$ cat src/rtl/uart_rx_64.sv
// 8N1 UART receiver that packs eight consecutive bytes into one 64-bit word
// (first byte in [63:56]) and strobes data_valid when the word is complete.
module uart_rx_64 #(
  parameter int CLK_FREQ     = 50_000_000,
  parameter int BAUD         = 115200,
  parameter int TIMEOUT_BITS = 20
) (
  input  logic        clk,
  input  logic        rst,
  input  logic        rx,
  output logic [63:0] data_out_64,
  output logic        data_valid,
  output logic [2:0]  byte_cnt,
  output logic        frame_err,
  output logic        timeout_err
);

  localparam int CLKS_PER_BIT = CLK_FREQ / BAUD;
  localparam int HALF_BIT     = CLKS_PER_BIT / 2;
  localparam int TO_CYCLES    = TIMEOUT_BITS * CLKS_PER_BIT;
  localparam int CNT_W        = $clog2(TO_CYCLES + 1);

  localparam logic [CNT_W-1:0] BIT_LAST  = CNT_W'(CLKS_PER_BIT - 1);
  localparam logic [CNT_W-1:0] HALF_LAST = CNT_W'(HALF_BIT - 1);
  localparam logic [CNT_W-1:0] TO_LAST   = CNT_W'(TO_CYCLES - 1);

  typedef enum logic [1:0] {IDLE, START, DATA, STOP} state_e;

  state_e           state_q, state_d;
  logic             rx_meta_q, rx_meta_d;
  logic             rx_s_q, rx_s_d;
  logic             rx_prev_q, rx_prev_d;
  logic [CNT_W-1:0] clk_cnt_q, clk_cnt_d;
  logic [CNT_W-1:0] idle_cnt_q, idle_cnt_d;
  logic [2:0]       bit_cnt_q, bit_cnt_d;
  logic [7:0]       shift_q, shift_d;
  logic [63:0]      word_q, word_d;
  logic [2:0]       byte_cnt_q, byte_cnt_d;
  logic [63:0]      data_out_q, data_out_d;
  logic             data_valid_q, data_valid_d;
  logic             frame_err_q, frame_err_d;
  logic             timeout_err_q, timeout_err_d;
  logic             fall;

  always_comb begin
    state_d       = state_q;
    rx_meta_d     = rx;
    rx_s_d        = rx_meta_q;
    rx_prev_d     = rx_s_q;
    clk_cnt_d     = clk_cnt_q;
    idle_cnt_d    = '0;
    bit_cnt_d     = bit_cnt_q;
    shift_d       = shift_q;
    word_d        = word_q;
    byte_cnt_d    = byte_cnt_q;
    data_out_d    = data_out_q;
    data_valid_d  = 1'b0;
    frame_err_d   = 1'b0;
    timeout_err_d = 1'b0;
    fall          = rx_prev_q & ~rx_s_q;

    case (state_q)
      IDLE: begin
        if (byte_cnt_q != 3'd0) begin
          idle_cnt_d = idle_cnt_q + 1'b1;
          if (idle_cnt_q == TO_LAST) begin
            timeout_err_d = 1'b1;
            byte_cnt_d    = 3'd0;
            word_d        = '0;
            idle_cnt_d    = '0;
          end
        end
        // A start edge coinciding with timeout expiry still begins a byte,
        // which then lands in slot 0 of a fresh word.
        if (fall) begin
          idle_cnt_d = '0;
          clk_cnt_d  = '0;
          state_d    = START;
        end
      end
      START: begin
        if (clk_cnt_q == HALF_LAST) begin
          clk_cnt_d = '0;
          bit_cnt_d = 3'd0;
          state_d   = rx_s_q ? IDLE : DATA;
        end else begin
          clk_cnt_d = clk_cnt_q + 1'b1;
        end
      end
      DATA: begin
        if (clk_cnt_q == BIT_LAST) begin
          clk_cnt_d = '0;
          shift_d   = {rx_s_q, shift_q[7:1]};
          bit_cnt_d = bit_cnt_q + 3'd1;
          if (bit_cnt_q == 3'd7) state_d = STOP;
        end else begin
          clk_cnt_d = clk_cnt_q + 1'b1;
        end
      end
      STOP: begin
        if (clk_cnt_q == BIT_LAST) begin
          clk_cnt_d = '0;
          state_d   = IDLE;
          if (rx_s_q) begin
            word_d     = word_q | ({56'd0, shift_q} << {3'd7 - byte_cnt_q, 3'b000});
            byte_cnt_d = byte_cnt_q + 3'd1;
            if (byte_cnt_q == 3'd7) begin
              data_out_d   = word_q | {56'd0, shift_q};
              data_valid_d = 1'b1;
              word_d       = '0;
            end
          end else begin
            frame_err_d = 1'b1;
            byte_cnt_d  = 3'd0;
            word_d      = '0;
          end
        end else begin
          clk_cnt_d = clk_cnt_q + 1'b1;
        end
      end
      default: state_d = IDLE;
    endcase
  end

  always_ff @(posedge clk) begin
    shift_q <= shift_d;
    if (rst) begin
      state_q       <= IDLE;
      rx_meta_q     <= 1'b1;
      rx_s_q        <= 1'b1;
      rx_prev_q     <= 1'b1;
      clk_cnt_q     <= '0;
      idle_cnt_q    <= '0;
      bit_cnt_q     <= 3'd0;
      word_q        <= '0;
      byte_cnt_q    <= 3'd0;
      data_out_q    <= '0;
      data_valid_q  <= 1'b0;
      frame_err_q   <= 1'b0;
      timeout_err_q <= 1'b0;
    end else begin
      state_q       <= state_d;
      rx_meta_q     <= rx_meta_d;
      rx_s_q        <= rx_s_d;
      rx_prev_q     <= rx_prev_d;
      clk_cnt_q     <= clk_cnt_d;
      idle_cnt_q    <= idle_cnt_d;
      bit_cnt_q     <= bit_cnt_d;
      word_q        <= word_d;
      byte_cnt_q    <= byte_cnt_d;
      data_out_q    <= data_out_d;
      data_valid_q  <= data_valid_d;
      frame_err_q   <= frame_err_d;
      timeout_err_q <= timeout_err_d;
    end
  end

  assign data_out_64 = data_out_q;
  assign data_valid  = data_valid_q;
  assign byte_cnt    = byte_cnt_q;
  assign frame_err   = frame_err_q;
  assign timeout_err = timeout_err_q;

endmodule
$ cat config.mk
export PLATFORM = sky130hd
export DESIGN_NAME = uart_rx_64
export DESIGN_NICKNAME = d
export VERILOG_FILES = /design/src/rtl/uart_rx_64.sv
export SDC_FILE = /design/constraint.sdc
export NUM_CORES = 1
export LEC_CHECK = 0
export CORE_MARGIN = 5
export CORE_UTILIZATION = 55
export CTS_BUF_LIST = sky130_fd_sc_hd__clkbuf_16
export CTS_CLUSTER_SIZE = 16
export DETAILED_ROUTE_END_ITERATION = 6
export PLACE_DENSITY = 0.9
export REMOVE_ABC_BUFFERS = 1
export SETUP_SLACK_MARGIN = 0.02
export SYNTH_ARGS = -nofsm -noshare
export SYNTH_HDL_FRONTEND = slang
export SYNTH_SLANG_ARGS = --single-unit
$ cat constraint.sdc
create_clock -name clk -period 7.6 [get_ports clk]
set_clock_uncertainty 0.2 [all_clocks]
set_input_delay 1.14 -clock clk [delete_from_list [all_inputs] [get_ports clk]]
set_output_delay 1.14 -clock clk [all_outputs]
set_load 0.05 [all_outputs]
==> flow_summary.yaml <==
worst_setup_path:
  crit_family: "compound AO/OA/AOI/OAI gates"
  critical_path_buf_inv_count: 0
  arrival_ns: 3.90
  crit_slowest_cell: "a21o_2"
  worstSetupPathType: "flop to flop"
  crit_chain: "ha_1 > or4bb_1 > or4_4 > o22ai_2 > a21o_2 > nor2_1"
  worstPathRequired_ns: 7.65
  critPathLaunchType: "flop"
  cpPeakStageDelay_ns: 0.98
  end_kind: "flop"
  cp_max_fo: 64
global_routing:
  grt_pass1_vias: 5297
  antenna_found_initial: 0
  grt_max_degree: 75
  grtUsageTotal: 0.209
  grt-ovfl-total: 0
  grt_pass1_wl_um: 24900
yosys:
  synth_cell_types: 50
  synth.area.top_cells: "dfxtp_1, nand2_1, a21oi_1, nor2_1, a31oi_1"
  ys_seq_area_frac: 0.547
  yosysTopAreaCell: "dfxtp_1"
  synth_top_area_frac: 0.511
  ys_seq_elements: 178
  synth_async_sr_flop_share: 0
  synth_edf_count: 8
  ys_warn_count: 0
  synth_cells: 752
  syn_area_um2: 6660
  syn_avg_cell_area_um2: 8.85
  synthFlopType: "dfxtp_1"
cells_and_area:
  syn_to_final_growth_pct: 19.6
  num_antenna_cells: 0
  final_cell_mix: "dfxtp_1, nand2_1, nor2_1"
  final_util: 0.666
  num-nets-final: 817
  fillers: 882
  final_common_cell: "dfxtp_1"
  drive_above_1_share: 0.0674
placement:
  dpl.hpwl_um: 9390
  io_buffer_count: 72
  place.gp.congestion: 0.835
  place_ws_ns: 3.79
drt:
  routed_wl_um: 14900
  dr.pass1.iters: 5
  drc: 0
  ant_nets: 0
  wl_per_cell_um: 15.5
  first_iter_violations: 410
  vias_per_cell: 5.77
  vias: 5552
hold_path:
  hold_path.class: "flop to flop"
floorplanning:
  dieArea_um2: 14400
  core_region_area_um2: 12000
  io_pins: 73
  start_util: 0.556
  die_h_um: 120
  rows: 40
  die_x_um: 120
sta:
  setup_ws_ns: 3.75
  grt_setup_unrepaired: "no"
  period_minus_slack_ns: 3.85
  max-slew-margin-rel: 0.203
  holdWs_ns: 0.221
  drv_slew: 0
  fin_crit_sh: 0.507
  hold_viol: 0
  worstMarginPinSlew_ns: 1.20
  max_freq_mhz: 260
  setup_tns_ns: 0
  setup_viol: 0
power_and_ir_drop:
  p_leak_uw: 0.00273
  p_sw_uw: 364
  total_power_uw: 1810
  peakVddDrop_v: 0.000129
  pwr-share-clk: 0.467
  comb_power_share: 0.013
  sequentialPowerShare: 0.520
  p_int_uw: 1450
  powerDensity_nw_per_um2: 227
  swShare: 0.201
clocking:
  cts.clk_slew.worst_paths_ns: 0.06
  cts_hold_buffers: 0
  cts_buffer_depth: 2
  cts.sinks: 178
  cts_tree: "done"
  cts-buffers-inserted: 17
  clkLatencyLatePin_ns: 0.42
  htreeDepth: 4
  cts_root_buffer: "clkbuf_16"
  cts_setup_buffers: 0
  cts_resized: 0
flow_run:
  cap_viol_max_count: 0
outcome:
  status: "complete, no violations"
[worst paths after layout]
path                              startpoint   endpoint  slack [ns]  depth (start not counted)
worst min-delay path               rx_meta_q  rx_prev_d        0.22                          1
worst min register to register     rx_meta_q  rx_prev_d        0.22                          1
worst max-delay path            clk_cnt_q[0]  word_q[4]        3.75                          6
worst max register to register  clk_cnt_q[0]  word_q[4]        3.75                          6
[cell usage after synthesis, drive strengths merged (2+ instances only)]
cell and count:
or3 2, inv 10, o21ai 4, o32ai 4
xor2 7, or4b 3, a41oi 9, nand4b 2
nor4b 2, nor2 101, buf 26, a22o 3
a21oi 93, and2 2, nand3 21, nand4 3
dfxtp 170, nor4 6, a211oi 2, ha 9
edfxtp 8, nor2b 9, nor3 23, and3 5
nand2 132, nand3b 4, nand2b 6, or2 5
clkbuf 19, or4 3, a31oi 40, xnor2 8
[through the flow]
stage / instance area (um^2) / cells
5_1_grt: 7960 / 963
3_5_place_dp: 7380 / 933
2_1_floorplan: 6400 / 707
4_1_cts: 7960 / 963
6_report: 7960 / 963
3_3_place_gp: 7380 / 933
[registers in the layout (all words and copies together), names as in the netlist, named ones only]
register	count
bit_cnt_q	3
byte_cnt	3
clk_cnt_q	14
data_out_64	64
data_valid	1
frame_err	1
idle_cnt_q	14
rx_meta_q	1
rx_prev_d	1
rx_prev_q	1
shift_q	8
state_q	1
timeout_err	1
word_q	64
[layer usage]
layer | GRT usage | vias to the layer above | wire (um)
li1 | - | 2707 | -
met1 | 0.272 | 2629 | 6590
met2 | 0.340 | 181 | 7160
met3 | 0.0556 | 35 | 815
met4 | 0.0666 | 0 | 352
met5 | 0 | - | 0
[power groups by stage]
stage / sequential [uW] / combinational [uW] / clock (uW)
after floorplan: 962 / 11.0 / 0
after global placement: 963 / 22.8 / 0
after detailed placement: 963 / 23.2 / 0
after CTS: 942 / 23.2 / 856
after global routing: 942 / 26.0 / 903
final: 942 / 23.3 / 846
[kinds of logic (layout without fill, tap and decap cells)]
| group | Yosys count | after routing | synth area share |
|---|---|---|---|
| AO/OA/AOI/OAI | 162 | 162 | 0.142 |
| XOR/XNOR | 15 | 15 | 0.0197 |
| adder cells (fa/ha/maj) | 9 | 9 | 0.0169 |
| buffers and inverters | 55 | 119 | 0.0442 |
| flip-flops | 178 | 178 | 0.547 |
| multiplexers | 1 | 1 | 0.00150 |
| AND/OR/NAND/NOR | 332 | 332 | 0.228 |
[layout make-up]
| cell class | count | area, um^2 | area share |
|---|---|---|---|
| sequential | 178 | 3640 | 0.458 |
| timing repair buffer | 79 | 768 | 0.0965 |
| inverter | 10 | 37.5 | 0.00471 |
| clock buffer | 20 | 500 | 0.0629 |
| tap | 147 | 184 | 0.0231 |
| clock inverter | 10 | 78.8 | 0.00990 |
| multi-input combinational | 519 | 2750 | 0.345 |
Note: power is estimated with default switching activity, not from simulation.
